### config.mk
export PLATFORM = sky130hd
export DESIGN_NAME = slow_sched
export DESIGN_NICKNAME = d
export VERILOG_FILES = /design/src/rtl/slow_pkg.sv /design/src/rtl/slow_hold_ctr.sv /design/src/rtl/slow_sched.sv
export SDC_FILE = /design/constraint.sdc
export NUM_CORES = 1
export LEC_CHECK = 0
export CAP_MARGIN = 5
export CORE_ASPECT_RATIO = 1.4
export CORE_MARGIN = 1.5
export CORE_UTILIZATION = 42
export CTS_CLUSTER_SIZE = 25
export DETAILED_ROUTE_END_ITERATION = 16
export GPL_TIMING_DRIVEN = 0
export MAX_ROUTING_LAYER = met4
export PLACE_DENSITY = 0.83
export SYNTH_ARGS = -nofsm -noshare
export SYNTH_HDL_FRONTEND = slang
export SYNTH_SLANG_ARGS = --single-unit
export TNS_END_PERCENT = 10
### constraint.sdc
create_clock -name CLK -period 1.8 [get_ports CLK]
set_input_delay 0.18 -clock CLK [delete_from_list [all_inputs] [get_ports CLK]]
set_output_delay 0.18 -clock CLK [all_outputs]
set_load 0.02 [all_outputs]
### src/rtl/slow_pkg.sv
// -----------------------------------------------------------------------------
// slow_pkg
//  Shared definitions for the slow-mode scheduler.
//  - slowState_t : scheduler state encoding (FAST/TOSLOW/SLOW/TOFAST)
//  - IACK..SND   : bit positions of the six peripheral select/enable pairs
//  - TO_SCALE_DEF: default number of extra low-order hold-counter bits
// -----------------------------------------------------------------------------
package slow_pkg;

  typedef enum logic [1:0] {
    FAST   = 2'b00,
    TOSLOW = 2'b01,
    SLOW   = 2'b10,
    TOFAST = 2'b11
  } slowState_t;

  localparam int IACK    = 0;
  localparam int VIA     = 1;
  localparam int IWM     = 2;
  localparam int SCC     = 3;
  localparam int SCSI    = 4;
  localparam int SND     = 5;
  localparam int NUM_DEV = 6;

  localparam int TO_SCALE_DEF = 4;

endpackage

### src/rtl/slow_hold_ctr.sv
// -----------------------------------------------------------------------------
// slow_hold_ctr
//  Hold-time down-counter for slow mode. Load has priority over decrement;
//  decrement saturates at zero so the counter never wraps.
//  Ports:
//    CLK     in  clock
//    nPOR    in  asynchronous active-low reset (clears count)
//    load    in  load loadVal this cycle
//    dec     in  decrement by one (ignored when load or count==0)
//    loadVal in  W-bit reload value
//    isZero  out count equals zero
// -----------------------------------------------------------------------------
module slow_hold_ctr #(
  parameter int W = 8
) (
  input  logic         CLK,
  input  logic         nPOR,
  input  logic         load,
  input  logic         dec,
  input  logic [W-1:0] loadVal,
  output logic         isZero
);

  localparam logic [W-1:0] ONE = W'(1);

  logic [W-1:0] count;

  always_ff @(posedge CLK or negedge nPOR) begin
    if (!nPOR) begin
      count <= '0;
    end else if (load) begin
      count <= loadVal;
    end else if (dec && (count != '0)) begin
      count <= count - ONE;
    end
  end

  assign isZero = (count == '0);

endmodule

### src/rtl/slow_sched.sv
// -----------------------------------------------------------------------------
// slow_sched
//  Slow-mode scheduler for the accelerator bus. When the CPU touches a
//  peripheral whose slow bit is set, it asks the clock switcher for the slow
//  clock and stalls the access until the switch is acknowledged. Slow mode is
//  held for SlowTimeout * 2^TO_SCALE Tick pulses after the last slow access.
//  Ports:
//    CLK, nPOR            clock, asynchronous active-low reset
//    BACT                 CPU bus cycle active
//    Tick                 hold countdown timebase strobe
//    *CS                  decoded peripheral selects
//    Slow*                per-device slow enables
//    SlowClockGate        gate fast clock while slow
//    SlowTimeout[3:0]     hold-time setting
//    SlowAck              clock switcher reports slow clock in effect
//    SlowReq              request slow clock (registered)
//    BusHold              stall current CPU access (combinational)
//    ClockGate            fast-clock gate enable (registered)
//    SlowActive           scheduler is in SLOW (registered)
// -----------------------------------------------------------------------------
module slow_sched
  import slow_pkg::*;
#(
  parameter int TO_SCALE = TO_SCALE_DEF
) (
  input  logic       CLK,
  input  logic       nPOR,
  input  logic       BACT,
  input  logic       Tick,
  input  logic       IACKCS,
  input  logic       VIACS,
  input  logic       IWMCS,
  input  logic       SCCCS,
  input  logic       SCSICS,
  input  logic       SndCS,
  input  logic       SlowIACK,
  input  logic       SlowVIA,
  input  logic       SlowIWM,
  input  logic       SlowSCC,
  input  logic       SlowSCSI,
  input  logic       SlowSnd,
  input  logic       SlowClockGate,
  input  logic [3:0] SlowTimeout,
  input  logic       SlowAck,
  output logic       SlowReq,
  output logic       BusHold,
  output logic       ClockGate,
  output logic       SlowActive
);

  localparam int CW = 4 + TO_SCALE;

  logic [NUM_DEV-1:0] csVec;
  logic [NUM_DEV-1:0] enVec;
  logic [NUM_DEV-1:0] hitVec;
  logic               hit;

  assign csVec[IACK] = IACKCS;
  assign csVec[VIA]  = VIACS;
  assign csVec[IWM]  = IWMCS;
  assign csVec[SCC]  = SCCCS;
  assign csVec[SCSI] = SCSICS;
  assign csVec[SND]  = SndCS;

  assign enVec[IACK] = SlowIACK;
  assign enVec[VIA]  = SlowVIA;
  assign enVec[IWM]  = SlowIWM;
  assign enVec[SCC]  = SlowSCC;
  assign enVec[SCSI] = SlowSCSI;
  assign enVec[SND]  = SlowSnd;

  genvar gi;
  generate
    for (gi = 0; gi < NUM_DEV; gi++) begin : gHit
      assign hitVec[gi] = csVec[gi] & enVec[gi];
    end
  endgenerate

  assign hit = BACT & (|hitVec);

  slowState_t state, stateNext;
  logic       hitSeen, hitSeenNext;
  logic       ctrLoad, ctrDec, ctrZero;

  slow_hold_ctr #(.W(CW)) uHoldCtr (
    .CLK     (CLK),
    .nPOR    (nPOR),
    .load    (ctrLoad),
    .dec     (ctrDec),
    .loadVal ({SlowTimeout, {TO_SCALE{1'b0}}}),
    .isZero  (ctrZero)
  );

  always_comb begin
    stateNext   = state;
    hitSeenNext = 1'b0;
    ctrLoad     = 1'b0;
    ctrDec      = 1'b0;
    case (state)
      FAST: begin
        if (hit) stateNext = TOSLOW;
      end
      TOSLOW: begin
        // Counter is primed on entry so the stalled access gets a full hold.
        if (SlowAck) begin
          stateNext = SLOW;
          ctrLoad   = 1'b1;
        end
      end
      SLOW: begin
        ctrLoad = hit;
        ctrDec  = Tick;
        // Losing the ack while slow means the switcher is out of step:
        // go back and re-request rather than run a slow device fast.
        if (!SlowAck) begin
          stateNext = TOSLOW;
        end else if (ctrZero && !BACT) begin
          stateNext = TOFAST;
        end
      end
      TOFAST: begin
        // A slow access arriving mid-release must still wait for the
        // switcher to finish going fast before re-requesting.
        hitSeenNext = hitSeen | hit;
        if (!SlowAck) begin
          hitSeenNext = 1'b0;
          stateNext   = (hitSeen | hit) ? TOSLOW : FAST;
        end
      end
      default: stateNext = FAST;
    endcase
  end

  always_ff @(posedge CLK or negedge nPOR) begin
    if (!nPOR) begin
      state      <= FAST;
      hitSeen    <= 1'b0;
      SlowReq    <= 1'b0;
      ClockGate  <= 1'b0;
      SlowActive <= 1'b0;
    end else begin
      state      <= stateNext;
      hitSeen    <= hitSeenNext;
      SlowReq    <= (stateNext == TOSLOW) || (stateNext == SLOW);
      ClockGate  <= SlowClockGate && (stateNext == SLOW);
      SlowActive <= (stateNext == SLOW);
    end
  end

  assign BusHold = hit & (state != SLOW);

endmodule

==> results.cfg, run 1 <==
[run_status]
outcome = finished, violations left
violations = setup timing

[route]
drcViolationCount = 0
num_vias = 879
wirelength_mm = 2.333
antenna_left = 0
wl_per_cell_um = 15.35
firstDrtPassIters = 4
drt-initial-drc-count = 11
avgViaCountPerCell = 5.783

[timing]
timing.final.ws_setup_ns = -0.01339
period_share = 1.007
fin_worst_skew_ns = 0.01123
hold_viol = 0
report.final.slew_viol_count = 0
setup_viol = 3
max_clock_freq_mhz = 551.5
worst_pin_slew_ns = 0.6664
relSlewSlack = 0.5543
period_minus_slack_ns = 1.813
rsz0062_at_grt = yes
tns_ns = -0.02523

[worst_setup_path]
required_ns = 1.98
crit_fanout = 5
path_delay_family = flip-flops
max_stage_delay_ns = 0.46
critPathKind = reg -> reg
crit_buf_inv = 1
cp_cell_sequence = inv_1 -> ha_1 -> and3_1 -> a31oi_4 -> mux2_2
critPathArrivalTime_ns = 1.99
worst_setup_path_end_kind = register
worstSetupStartpointType = register
crit_slowest_cell = dfrtp_2

[clock_network]
htreeDepth = 1
cts_made_buffers = 3
clock_sinks = 14
path_clk_slew_ns = 0.10
cts_buffer_depth = 2
hold_buffers = 0
clk_latency_ns = 0.30
cts_tree = done
cts.root.buffer_cell = clkbuf_4

[power_and_ir_drop]
switching_share = 0.4089
power_w = 0.002246
p_int_w = 0.001328
p_leak_nw = 0.6074
combPwrFrac = 0.612
p_sw_w = 0.0009186
clkPwrFrac = 0.106
seqPwrFrac = 0.283
vdd_drop_max_v = 0.001238
p_per_area_nw_per_um2 = 1558

[place]
hpwl_mm = 1.409
preCtsSetupSlack_ns = -0.3349
placed_cells = 136
io_buffers = 25
place_congestion = 0.8156

[final_layout]
nets = 161
final_layout_size_suffix_gt1_frac = 0.3588
area_delta_synth_final_pct = 58.24
fin_cells = 152
fin_util = 0.7218
n_antenna_cell = 0

[synthesis]
synth.most_common_cell = dfrtp_1
synth_top_area_frac = 0.3846
synthCells = 90
synthTopCellsByCount = dfrtp_1, inv_1, nor2_1
synthTopCellsByArea = dfrtp_1, ha_1, mux2_2
synth-seq-cells = 14
avgSynthCellArea_sq_um = 10.12
synth.largest_area_cell = dfrtp_1
ys_warn_count = 0
synth_edf_count = 0
ys_types = 33
ys_async_sr_fraction = 1.000
ys_seq_area_frac = 0.3846
syn-num-nets = 119
synth_flop_cell = dfrtp_1
netlist_area_sq_um = 910.9

[floorplan]
ioPinCount = 26
num_rows = 19
initial_core_util = 0.4561
die_area_sq_um = 2461
coreArea_sq_um = 1997
die_height_um = 58.10
fp.dieW_um = 42.36

[global_routing]
grt_first_pass_wirelength_mm = 3.712
grt_pass1_vias = 923
grt_overflow_total = 0
track_usage = 0.2001
grt_max_degree = 15
antenna_found_initial = 0

[worst_hold_path]
hold_class = in -> async

[run]
cap_violations = 0
==> area by class of cell <==
type	instances	area, sq um
fill	147	555.5
buffer	1	11.26
sequential	14	354.1
multi-input combinational	65	643.1
inverter	10	37.54
clock buffer	4	36.28
timing repair buffer	37	332.8
tap	21	26.28
==> cells by family after synthesis <==
family,synth area share
AO/OA/AOI/OAI,0.1813
AND/OR/NAND/NOR,0.1690
flip-flops,0.3846
buffers and inverters,0.04670
multiplexers,0.1030
adder cells (fa/ha/maj),0.09615
XOR/XNOR,0.01923
==> power by group through the flow <==
| stage | sequential (W) | combinational [W] | clock (W) |
|---|---|---|---|
| 3_3_place_gp | 0.000620 | 0.000934 | 0 |
| 3_5_place_dp | 0.000629 | 0.000971 | 0 |
| 5_1_grt | 0.000648 | 0.00150 | 0.000251 |
| 6_report | 0.000635 | 0.00137 | 0.000238 |
| 4_1_cts | 0.000621 | 0.00116 | 0.000240 |
| 2_1_floorplan | 0.000640 | 0.000683 | 0 |
==> sequential cells by signal, indices dropped and copies added, names as in the netlist <==
name and cells:
uHoldCtr.count 8, SlowReq 1, ClockGate 1, hitSeen 1
state 2, SlowActive 1
==> layer usage <==
layer / routed length (um) / vias to the layer above / global-route usage / share of wire
met5: 0 / - / - / 0
met4: 78 / 0 / 0.1116 / 0.033
met3: 92 / 6 / 0.03115 / 0.039
met2: 1284 / 29 / 0.3516 / 0.55
met1: 878 / 428 / 0.2102 / 0.38
li1: - / 416 / - / -
==> what timing repair did <==
item	4_1_cts	5_1_grt
setup buffers	7	4
cloned	0	1
endpoints found under the hold margin	0	0
endpoints found under the setup margin	8	8
pin swaps	4	4
resized for setup	16	14
==> cell usage in the layout, fill, tap and decap left out, types with 2 or more instances in the layout <==
cell	count
xnor2_1	2
a31oi_4	2
ha_4	2
a211oi_1	3
nor2_1	8
inv_2	3
dfrtp_1	11
dfrtp_2	3
mux2_4	2
clkdlybuf4s50_1	24
ha_1	5
buf_4	11
nand4_1	3
inv_1	7
o21ai_0	2
a31o_2	2
mux2_2	5
clkbuf_4	3
nor4_4	2
a22oi_2	2
a21oi_1	6
==> path summary, 6_finish.rpt <==
check                               from                end  slack, ns  cells after the start
max                             state[1]  uHoldCtr.count[5]      -0.01                      5
min                                 nPOR  uHoldCtr.count[6]       0.28                      1
max reg2reg                     state[1]  uHoldCtr.count[5]      -0.01                      5
min reg2reg                      hitSeen            hitSeen       0.55                      1
max in group asynchronous           nPOR  uHoldCtr.count[2]       1.04                      1
min in group CLK           SlowClockGate          ClockGate       0.46                      2
==> metrics by stage <==
step	instance area (sq um)	hold WS, ns
after global placement	1194	0.5255
after global routing	1441	0.3465
after floorplan	917.1	-0.1156
after CTS	1344	0.2972
final	1441	0.2821
after detailed placement	1194	0.5357
(Power assumes the default switching activity.)
==> run 2: changes to the inputs <==
CORE_UTILIZATION = 50   (was 42)
PLACE_DENSITY = 0.91   (was 0.83)
clock period = 2.17 ns   (was 1.8 ns; I/O delays follow)
==> run 2 against run 1 <==
Effect of this change: the flow now finishes without violations; clock skew decreased by 0.0052 ns; highest routed layer unchanged; sequential power fell by 17%; first-iteration DRC count is 45% higher; global-route usage rose by 6.0 points; final cell count shrank 7.9%; critical path type unchanged.
==> results.cfg, run 2 (synthesized netlist as in run 1, its figures left out) <==
[run_status]
outcome = finished clean

[power_and_ir_drop]
power_w = 0.001550
p_per_area_nw_per_um2 = 1252
p_leak_nw = 0.5464
vdd_drop_max_v = 0.0009556

[timing]
hold_viol = 0
setup_viol = 0
worst_pin_slew_ns = 0.6801
relSlewSlack = 0.5452
max_clock_freq_mhz = 474.4
period_share = 0.9715
fin_worst_skew_ns = 0.006038
report.final.slew_viol_count = 0
period_minus_slack_ns = 2.108
hold_slack_ns = 0.3427

[floorplan]
die_area_sq_um = 2090
ioPinCount = 26
initial_core_util = 0.5253
num_rows = 18
die_height_um = 53.50
fp.dieW_um = 39.07
coreArea_sq_um = 1734

[worst_setup_path]
critPathKind = reg -> reg
worstSetupStartpointType = register
regToRegSetupSlack_ns = 0.06
worst_setup_path_end_kind = register
reg2reg_depth = 8
r2r_start = uHoldCtr.count[0]
required_ns = 2.40
critPathArrivalTime_ns = 2.33
crit_fanout = 5
r2r_end = SlowReq

[global_routing]
antenna_found_initial = 0
grt_overflow_total = 0
grt_first_pass_wirelength_mm = 3.505
track_usage = 0.2604
grt_pass1_vias = 825
grt_max_degree = 15

[route]
wirelength_mm = 2.449
wl_per_cell_um = 17.49
drt-initial-drc-count = 16
antenna_left = 0
num_vias = 818
avgViaCountPerCell = 5.843
firstDrtPassIters = 4
drcViolationCount = 0

[run]
cap_violations = 0

[final_layout]
n_antenna_cell = 0
most-common-layout-cells = clkdlybuf4s50_1, dfrtp_1, inv_1, nor2_1, ha_1
largest_reg_flops = 8
nets = 151
fill_cells = 133
fin_util = 0.7143
final_layout_size_suffix_gt1_frac = 0.1583
area_delta_synth_final_pct = 35.99
final_common_cell = clkdlybuf4s50_1
regMostFlops = uHoldCtr.count
reg_top3 = uHoldCtr.count: 8 flops, state: 2 flops

[clock_network]
path_clk_slew_ns = 0.08
cts.root.buffer_cell = clkbuf_4
htreeDepth = 1
clk_latency_ns = 0.28
cts_tree = done
clock_sinks = 14
cts_made_buffers = 3
hold_buffers = 0
cts_buffer_depth = 2

[worst_hold_path]
hold_class = in -> async

[place]
place_congestion = 0.7612
hpwl_mm = 1.785
io_buffers = 25
## run 2: changes by cell type in the layout (fill, tap and decap cells not counted), sizes merged
| cell | delta |
|---|---|
| buf | -10 |
| clkbuf | -2 |
| dlygate4sd2 | +1 |
## run 2: metrics by stage
stage | instance area [sq um] | instances | TNS, ns | worst slack (ns)
2_1_floorplan | 910.9 | 90 | 0 | 0.3536
3_3_place_gp | 1186 | 135 | -0.06870 | -0.06870
3_5_place_dp | 1186 | 135 | -0.1516 | -0.1349
4_1_cts | 1220 | 138 | 0 | 0.03948
5_1_grt | 1239 | 140 | -0.02595 | -0.01457
6_report | 1239 | 140 | 0 | 0.06194
## run 2: critical path, cell delays in order, from the launching register on
cell	delay, ns
dfrtp_1	0.41
inv_1	0.09
ha_1	0.23
nor3b_4	0.30
nand4_1	0.22
a31o_2	0.30
a21oi_2	0.18
ha_1	0.25
inv_1	0.06
## run 2: timing repair
action	CTS	global route
setup buffers	0	2
pin swaps	0	1
endpoints found under the setup margin	2	2
cloned	0	0
gates resized for setup	3	1
## run 2: worst max-delay path by stage
stage	from	endpoint	slack [ns]	cells after the start
after floorplan	uHoldCtr.count[0]	SlowReq	0.35	8
after global placement	IWMCS	BusHold	-0.07	5
after detailed placement	IWMCS	BusHold	-0.13	5
after CTS	uHoldCtr.count[0]	SlowReq	0.04	8
after global routing	uHoldCtr.count[0]	SlowReq	-0.01	8
final	uHoldCtr.count[0]	SlowReq	0.06	8
## run 2: cell type report
type | count | area (sq um) | share of cell area
sequential | 14 | 350.3 | 0.2828
clock buffer | 3 | 22.52 | 0.01818
buffer | 1 | 5.005 | 0.004040
tap | 20 | 25.02 | 0.02020
inverter | 10 | 37.54 | 0.03030
multi-input combinational | 65 | 534.3 | 0.4313
timing repair buffer | 27 | 264.0 | 0.2131
## run 2: routing by layer
layer | part of all wire | wire, um | GRT usage | vias to the layer above
li1 | - | - | - | 394
met1 | 0.34 | 825 | 0.2263 | 393
met2 | 0.59 | 1451 | 0.4972 | 22
met3 | 0.028 | 68 | 0.04202 | 9
met4 | 0.042 | 103 | 0.1437 | 0
met5 | 0 | 0 | - | -
## run 2: report_power, final
part / switching [W] / internal [W]
clock: 0.0000827 / 0.0000644
combinational: 0.000438 / 0.000437
sequential: 0.000144 / 0.000384
total: 0.000664 / 0.000886
